`src/rtl/logic_unit_arbiter.sv`:
```
// logic_unit_arbiter: round-robin sharing of one combinational logic unit with a built-in result checker
module logic_unit_arbiter #(
  parameter int NUM_REQ    = 4,
  parameter int SETTLE_CYC = 1,
  parameter bit CHECK_EN   = 1'b1
) (
  input  logic                 clk,
  input  logic                 rst_n,
  input  logic [NUM_REQ-1:0]   req_valid,
  input  logic [3*NUM_REQ-1:0] req_abc,
  output logic [NUM_REQ-1:0]   req_ready,
  output logic [NUM_REQ-1:0]   rsp_valid,
  output logic [1:0]           rsp_xy,
  input  logic [NUM_REQ-1:0]   rsp_ready,
  output logic                 unit_a,
  output logic                 unit_b,
  output logic                 unit_c,
  input  logic                 unit_x,
  input  logic                 unit_y,
  output logic                 busy,
  output logic                 mismatch_err
);
  localparam int GW = $clog2(NUM_REQ);
  localparam int CW = $clog2(SETTLE_CYC + 1);
  typedef enum logic [1:0] {IDLE, WAIT, RESP} state_t;
  state_t state, state_n;
  logic [GW-1:0] rr_ptr, gid, grant;
  logic [CW-1:0] cnt;
  logic [2:0] op_reg;
  logic any_valid, accept, done, hs_rsp;
  function automatic logic [GW-1:0] wrap(input int v);
    return GW'(v >= NUM_REQ ? v - NUM_REQ : v);
  endfunction
  function automatic logic [1:0] model(input logic [2:0] abc);
    return {~abc[0] ^ (abc[2] | abc[1]), abc[2] & abc[1]};
  endfunction
  // scan from the farthest offset down so the requester nearest rr_ptr wins
  always_comb begin
    grant = rr_ptr;
    any_valid = 1'b0;
    for (int k = NUM_REQ - 1; k >= 0; k--)
      if (req_valid[wrap(int'(rr_ptr) + k)]) begin
        grant = wrap(int'(rr_ptr) + k);
        any_valid = 1'b1;
      end
  end
  assign accept = state == IDLE && any_valid;
  assign done = state == WAIT && cnt == '0;
  assign hs_rsp = state == RESP && rsp_ready[gid];
  assign req_ready = accept ? (NUM_REQ'(1) << grant) : '0;
  assign rsp_valid = state == RESP ? (NUM_REQ'(1) << gid) : '0;
  assign busy = state != IDLE;
  assign {unit_a, unit_b, unit_c} = op_reg;
  always_comb begin
    state_n = state;
    if (accept) state_n = WAIT;
    if (done) state_n = RESP;
    if (hs_rsp) state_n = IDLE;
  end
  always_ff @(posedge clk or negedge rst_n)
    if (!rst_n) state <= IDLE;
    else state <= state_n;
  always_ff @(posedge clk or negedge rst_n)
    if (!rst_n) begin
      rr_ptr <= '0;
      gid <= '0;
      cnt <= '0;
      op_reg <= '0;
      rsp_xy <= '0;
      mismatch_err <= 1'b0;
    end else begin
      if (accept) begin
        op_reg <= req_abc[3*grant +: 3];
        gid <= grant;
        cnt <= CW'(SETTLE_CYC - 1);
      end
      if (state == WAIT && cnt != '0) cnt <= cnt - CW'(1);
      if (done) begin
        rsp_xy <= {unit_x, unit_y};
        if (CHECK_EN && {unit_x, unit_y} != model(op_reg)) mismatch_err <= 1'b1;
      end
      if (hs_rsp) rr_ptr <= wrap(int'(gid) + 1);
    end
endmodule

```
`config.mk`:
```
export PLATFORM = sky130hd
export DESIGN_NAME = logic_unit_arbiter
export DESIGN_NICKNAME = d
export VERILOG_FILES = /design/src/rtl/logic_unit_arbiter.sv
export SDC_FILE = /design/constraint.sdc
export NUM_CORES = 1
export LEC_CHECK = 0
export CORE_MARGIN = 2
export CORE_UTILIZATION = 41
export DETAILED_ROUTE_END_ITERATION = 8
export HOLD_SLACK_MARGIN = 0.05
export PLACE_DENSITY = 0.79
export SLEW_MARGIN = 15
export SYNTH_ARGS = -nofsm -noshare
export SYNTH_HDL_FRONTEND = slang
export SYNTH_SLANG_ARGS = --single-unit
```
`constraint.sdc`:
```
create_clock -name clk -period 1.9 [get_ports clk]
set_input_delay 0.19 -clock clk [delete_from_list [all_inputs] [get_ports clk]]
set_output_delay 0.19 -clock clk [all_outputs]
set_load 0.03 [all_outputs]
```
==> results of run 1 <==
-- stage by stage --
step | total power [µW] | utilization
global route | 704 | 0.737
finish | 665 | 0.737
floorplan | 381 | -
detailed placement | 478 | 0.673
global placement | 472 | 0.673
CTS | 661 | 0.704
-- logic make-up (layout without fill, tap and decap cells) --
group	Yosys count	after routing	share of synthesized area
compound gates	21	21	0.163
xor+xnor	2	2	0.0201
fa+ha+maj	4	4	0.0573
buf+inv	4	59	0.0258
flops	13	13	0.372
mux	7	7	0.0989
simple gates	40	40	0.262
-- worst paths after layout --
| path | startpoint | to | slack (ns) |
|---|---|---|---|
| max | rr_ptr[1] | req_ready[3] | -0.01 |
| min | rst_n | op_reg[2] | 0.27 |
| max reg2reg | rr_ptr[0] | op_reg[1] | 0.11 |
| min reg2reg | mismatch_err | mismatch_err | 0.48 |
| max in group asynchronous | rst_n | state[0] | 1.19 |
| min in group clk | mismatch_err | mismatch_err | 0.48 |
-- synth_stat cells (3+ instances only) --
cell type / instances / area share
sky130_fd_sc_hd__a2111oi_0: 3 / 0.030
sky130_fd_sc_hd__a211oi_1: 3 / 0.026
sky130_fd_sc_hd__a21oi_1: 3 / 0.017
sky130_fd_sc_hd__and2_1: 5 / 0.036
sky130_fd_sc_hd__dfrtp_1: 13 / 0.37
sky130_fd_sc_hd__ha_1: 4 / 0.057
sky130_fd_sc_hd__inv_1: 3 / 0.013
sky130_fd_sc_hd__mux2_2: 3 / 0.039
sky130_fd_sc_hd__mux2i_1: 3 / 0.034
sky130_fd_sc_hd__nand2_1: 6 / 0.026
sky130_fd_sc_hd__nand2b_1: 3 / 0.021
sky130_fd_sc_hd__nor2_1: 8 / 0.034
sky130_fd_sc_hd__nor2b_1: 3 / 0.021
sky130_fd_sc_hd__nor4b_1: 3 / 0.030
sky130_fd_sc_hd__o21ai_0: 5 / 0.029
-- final cells by class --
| cell class | instances | share of cell area |
|---|---|---|
| Multi-Input combinational cell | 74 | 0.398 |
| Timing Repair Buffer | 52 | 0.327 |
| Sequential cell | 13 | 0.225 |
| Tap cell | 27 | 0.0231 |
| Clock buffer | 3 | 0.0154 |
| Inverter | 3 | 0.00771 |
| Clock inverter | 1 | 0.00343 |
-- worst max-delay path: cells and delay by family, from the launching register on --
kind / cells / cell delay [ns]
AOI/OAI and AO/OA: 2 / 0.30
buffers and inverters: 2 / 0.34
and+or+nand+nor: 2 / 0.32
DFF: 1 / 0.46
-- power by group --
group | switching, µW | internal [µW]
logic | 78.0 | 102
clock network | 104 | 78.3
registers | 15.1 | 287
total | 197 | 468
-- metal layers --
layer	vias up	track usage	wire length, µm
met5	-	0	0
met4	0	0.0741	46
met3	11	0.0476	154
met2	44	0.377	1280
met1	431	0.251	1070
li1	441	-	-
-- what timing repair did --
item,in CTS,in global routing
hold buffers,0,0
endpoints found under the setup margin,9,7
buffers inserted,1,4
pin swaps,0,5
resized for setup,16,8
==> impl_metrics.py, run 1 <==
metrics = {
    "yosys": {
        "count_of_unique_library_cells_instantiated_by_yosys": 33,
        "post_synthesis_cell_area_um2": 873,
        "asyncSetResetFlopFracSynth": 1.00,
        "yosys_reg_bits": 13,
        "synth_cells": 91,
        "synth_edf_count": 0,
        "synth_ff_type": "sky130_fd_sc_hd__dfrtp_1",
        "synth.yosys.seq_area_share": 0.372,
        "ys_warn_count": 0,
        "syn-mean-instance-area_um2": 9.60,
        "postSynthNetCount": 119,
    },
    "place": {
        "placement.setup.worst_slack_ns": -0.305,
        "place_hpwl_um": 1870,
        "io_buffer_count": 38,
        "place_inst": 164,
        "postPlaceCellArea_um2": 1330,
        "place.gp.congestion": 0.887,
    },
    "routing": {
        "remaining_drc_errors": 0,
        "drt_iter0_drc": 20,
        "vias": 927,
        "drtPass1Iterations": 4,
        "final_routed_wirelength_across_all_metal_layers_um": 2550,
        "drt-vias-per-instance": 5.36,
        "routed_wire_length_per_instance_um": 14.7,
        "ant_nets": 0,
    },
    "timing": {
        "final_max_slew_viol_count": 0,
        "final_critical_path_setup_slack_ns": -0.0113,
        "finalHoldViolations": 0,
        "period_minus_slack_ns": 1.91,
        "setup_total_negative_slack_ns": -0.0116,
        "finalSetupViolCount": 2,
        "grt_setup_unrepaired": "true",
        "worst_slew_pin_slew_ns": 0.601,
        "timing.hold.ws_ns": 0.271,
        "timing.final.crit_share": 1.01,
        "achievable-frequency_mhz": 523,
        "max_transition_margin": 0.598,
        "skew_ns": 0.00959,
    },
    "pwr": {
        "leakagePower_uw": 0.000661,
        "power_density_nw_per_um2": 455,
        "peakVddDrop_uv": 230,
    },
    "setup_path": {
        "critical-path-max-stage-delay_ns": 0.46,
        "cell_chain_critical_path": "nand3b_1 -> o31ai_4 -> o31ai_2 -> buf_4 -> and3_1 -> buf_6",
        "worst-r2r-cell-count": 5,
        "timing.critical_path.from_type": "register",
        "timing.critical_path.arrival_ns": 1.72,
        "critical_path_required_ns": 1.71,
        "timing.critical_path.slowest_stage_cell": "sky130_fd_sc_hd__dfrtp_2",
        "maximum_fanout_count_along_the_critical_path": 6,
        "cp_capture_type": "output port",
        "timing.setup.critical_path_class": "register to output port",
    },
    "clock_network": {
        "cts_buffers": 3,
        "clk_pin_slew_worst_paths_ns": 0.09,
        "clk_latency_ns": 0.29,
        "tritoncts_num_sinks": 13,
        "clock-root-buffer": "sky130_fd_sc_hd__clkbuf_4",
        "clock_tree.buffer_depth": 2,
        "ctsHtreeMaxLevel": 1,
        "cts_tree": "done",
    },
    "finish": {
        "flow.area_growth_from_synthesis_pct": 67.2,
        "most_used_cells_in_the_layout_excluding_fill_and_tap_cells": "27 x sky130_fd_sc_hd__clkdlybuf4s50_1, 15 x sky130_fd_sc_hd__buf_4, 11 x sky130_fd_sc_hd__dfrtp_1, 8 x sky130_fd_sc_hd__nor2_1, 7 x sky130_fd_sc_hd__dlygate4sd2_1",
        "fin_cells": 173,
        "diodes": 0,
        "final_net_count": 175,
        "fill_cells": 146,
        "final_common_cell": "sky130_fd_sc_hd__clkdlybuf4s50_1",
        "drive_gt1_frac": 0.253,
        "area_of_all_placed_cells_without_fillers_um2": 1460,
        "multi_input_comb_area_um2": 582,
        "regArea_um2": 328,
        "largest_register_ff_count": 3,
    },
    "floorplan": {
        "die_width_um": 50.2,
        "floorplan.die_area_um2": 2520,
        "core_area_um2": 1980,
        "chipHeight_um": 50.2,
        "io-pin-count": 39,
        "rows": 16,
        "start_util": 0.441,
    },
    "global_route": {
        "first_global_vias": 953,
        "grt_start_max_net_pins": 14,
        "gr-usage-all-layers": 0.213,
        "grt_pass1_wl_um": 4070,
        "grt_overflow_total": 0,
        "grt_antenna_before_repair": 0,
    },
    "outcome": {
        "outcome": "complete, but fails checks",
        "violations_in_the_final_reports": "negative setup slack",
    },
    "worst_hold_path": {
        "timing.hold.worst.class": "input pin to asynchronous set/reset pin",
    },
    "job": {
        "max-cap-violations": 0,
    },
}
Power figures use the tool's default switching activity.
==> inputs of run 2 (changes only) <==
--- a/config.mk
+++ b/config.mk
@@ -14,3 +14,4 @@
 export SYNTH_ARGS = -nofsm -noshare
 export SYNTH_HDL_FRONTEND = slang
 export SYNTH_SLANG_ARGS = --single-unit
+export TNS_END_PERCENT = 5
==> constraint.sdc (replaced) <==
create_clock -name clk -period 2.1 [get_ports clk]
set_input_delay 0.21 -clock clk [delete_from_list [all_inputs] [get_ports clk]]
set_output_delay 0.21 -clock clk [all_outputs]
set_load 0.03 [all_outputs]
==> impl_metrics.py, run 2 (synthesis gave the netlist of run 1 again) <==
metrics = {
    "outcome": {
        "outcome": "finished, final reports clean",
    },
    "finish": {
        "largest_register_ff_count": 3,
        "most_used_cells_in_the_layout_excluding_fill_and_tap_cells": "32 x sky130_fd_sc_hd__clkdlybuf4s50_1, 13 x sky130_fd_sc_hd__dfrtp_1, 12 x sky130_fd_sc_hd__buf_4, 8 x sky130_fd_sc_hd__nor2_1, 6 x sky130_fd_sc_hd__nand2_1",
        "fin_cells": 167,
        "diodes": 0,
        "final_common_cell": "sky130_fd_sc_hd__clkdlybuf4s50_1",
        "drive_gt1_frac": 0.179,
        "final_net_count": 169,
        "flow.area_growth_from_synthesis_pct": 56.6,
    },
    "routing": {
        "drtPass1Iterations": 4,
        "remaining_drc_errors": 0,
        "final_routed_wirelength_across_all_metal_layers_um": 2210,
        "drt_iter0_drc": 15,
        "routed_wire_length_per_instance_um": 13.2,
        "ant_nets": 0,
        "drt-vias-per-instance": 5.10,
        "vias": 851,
    },
    "floorplan": {
        "io-pin-count": 39,
        "die_width_um": 50.2,
        "rows": 16,
        "floorplan.die_area_um2": 2520,
        "start_util": 0.441,
        "chipHeight_um": 50.2,
        "core_area_um2": 1980,
    },
    "setup_path": {
        "timing.critical_path.arrival_ns": 1.84,
        "crit_end": "req_ready[2]",
        "critical_path.startpoint": "req_valid[2]",
        "r2r_setup_slack_ns": 0.27,
        "timing.critical_path.slowest_stage_cell": "sky130_fd_sc_hd__clkdlybuf4s50_1",
        "r2r_start": "rr_ptr[0]",
        "cell_chain_critical_path": "clkdlybuf4s50_1 -> nor2b_1 -> o21a_1 -> or3_1 -> and3_2 -> buf_4",
        "critical_path_buf_inv_count": 2,
        "critical-path-max-stage-delay_ns": 0.46,
        "worst-r2r-cell-count": 5,
        "cp_capture_type": "output port",
        "timing.critical_path.from_type": "input pin",
        "timing.setup.critical_path_class": "input pin to output port",
        "critical_path_required_ns": 1.89,
        "critical_path_cell_count": 6,
        "r2r-end": "op_reg[2]",
        "path_delay_family": "simple AND/OR/NAND/NOR gates",
        "maximum_fanout_count_along_the_critical_path": 5,
    },
    "global_route": {
        "grt_overflow_total": 0,
        "grt_start_max_net_pins": 14,
        "gr-usage-all-layers": 0.195,
        "grt_pass1_wl_um": 3840,
        "first_global_vias": 908,
        "grt_antenna_before_repair": 0,
    },
    "clock_network": {
        "cts_tree": "done",
        "cts_buffers": 3,
        "postCtsSetupBuffers": 0,
        "ctsHtreeMaxLevel": 1,
        "post_cts_hold_fix_bufs": 0,
        "clock-root-buffer": "sky130_fd_sc_hd__clkbuf_4",
        "clk_pin_slew_worst_paths_ns": 0.09,
        "clock_tree.buffer_depth": 2,
        "clk_latency_ns": 0.27,
        "cts-resized-gates": 0,
        "tritoncts_num_sinks": 13,
    },
    "pwr": {
        "clkPwrFrac": 0.267,
        "p_sw_frac": 0.278,
        "power.internal_uw": 419,
        "peakVddDrop_uv": 285,
        "power_density_nw_per_um2": 424,
        "leakagePower_uw": 0.000637,
        "switching_power_summed_over_all_nets_uw": 161,
        "share_seq_of_total_power": 0.471,
        "combPwrFrac": 0.262,
    },
    "timing": {
        "timing.final.crit_share": 0.975,
        "achievable-frequency_mhz": 488,
        "period_minus_slack_ns": 2.05,
        "final_max_slew_viol_count": 0,
        "finalSetupViolCount": 0,
        "worst_slew_pin_slew_ns": 0.601,
        "grt_setup_unrepaired": "true",
        "max_transition_margin": 0.598,
        "finalHoldViolations": 0,
        "setup_total_negative_slack_ns": 0,
        "skew_ns": 0.00468,
    },
    "place": {
        "place_hpwl_um": 1750,
        "io_buffer_count": 38,
        "place.gp.congestion": 0.853,
        "place_inst": 163,
    },
    "worst_hold_path": {
        "timing.hold.worst.class": "input pin to asynchronous set/reset pin",
    },
    "job": {
        "max-cap-violations": 0,
    },
}
==> run 2: power by group through the flow <==
| stage | Combinational, µW | Sequential (µW) | Clock [µW] |
|---|---|---|---|
| CTS | 152 | 274 | 163 |
| global route | 165 | 276 | 174 |
| global placement | 148 | 278 | 0 |
| finish | 152 | 274 | 155 |
| floorplan | 53.8 | 291 | 0 |
| detailed placement | 151 | 279 | 0 |
==> run 2: final cells by class <==
type / count / area (µm²)
Fill cell: 151 / 614
Clock inverter: 1 / 5.00
Inverter: 3 / 11.3
Timing Repair Buffer: 46 / 435
Multi-Input combinational cell: 74 / 534
Sequential cell: 13 / 325
Tap cell: 27 / 33.8
Clock buffer: 3 / 22.5
==> run 2: metal layers <==
metal / wire, µm / track usage
met1: 996 / 0.254
met2: 1070 / 0.322
met3: 140 / 0.0446
met4: 0 / 0.0556
met5: 0 / 0
==> run 2: worst min path at each step <==
stage	to	from	slack [ns]
global route	op_reg[2]	rst_n	0.36
finish	op_reg[2]	rst_n	0.31
CTS	op_reg[2]	rst_n	0.33
global placement	mismatch_err	mismatch_err	0.46
floorplan	cnt	rst_n	-0.09
detailed placement	mismatch_err	mismatch_err	0.45
==> run 2: per-stage QoR <==
step           hold slack (ns)  power (µW)  setup slack [ns]   util  area [µm²]
2_1_floorplan          -0.0856         344             0.203      -         873
3_3_place_gp             0.456         426            0.0505  0.669        1330
3_5_place_dp             0.453         430           -0.0434  0.669        1330
4_1_cts                  0.329         589            0.0678  0.683        1350
5_1_grt                  0.363         614          -0.00476  0.690        1370
6_report                 0.309         580            0.0515  0.690        1370
==> inputs of run 3 (changes only) <==
--- a/config.mk
+++ b/config.mk
@@ -5,6 +5,7 @@
 export SDC_FILE = /design/constraint.sdc
 export NUM_CORES = 1
 export LEC_CHECK = 0
+export CAP_MARGIN = 20
 export CORE_MARGIN = 2
 export CORE_UTILIZATION = 41
 export DETAILED_ROUTE_END_ITERATION = 8
==> results of run 3 <==
The final DEF is identical to that of run 2; final timing and power are the same.
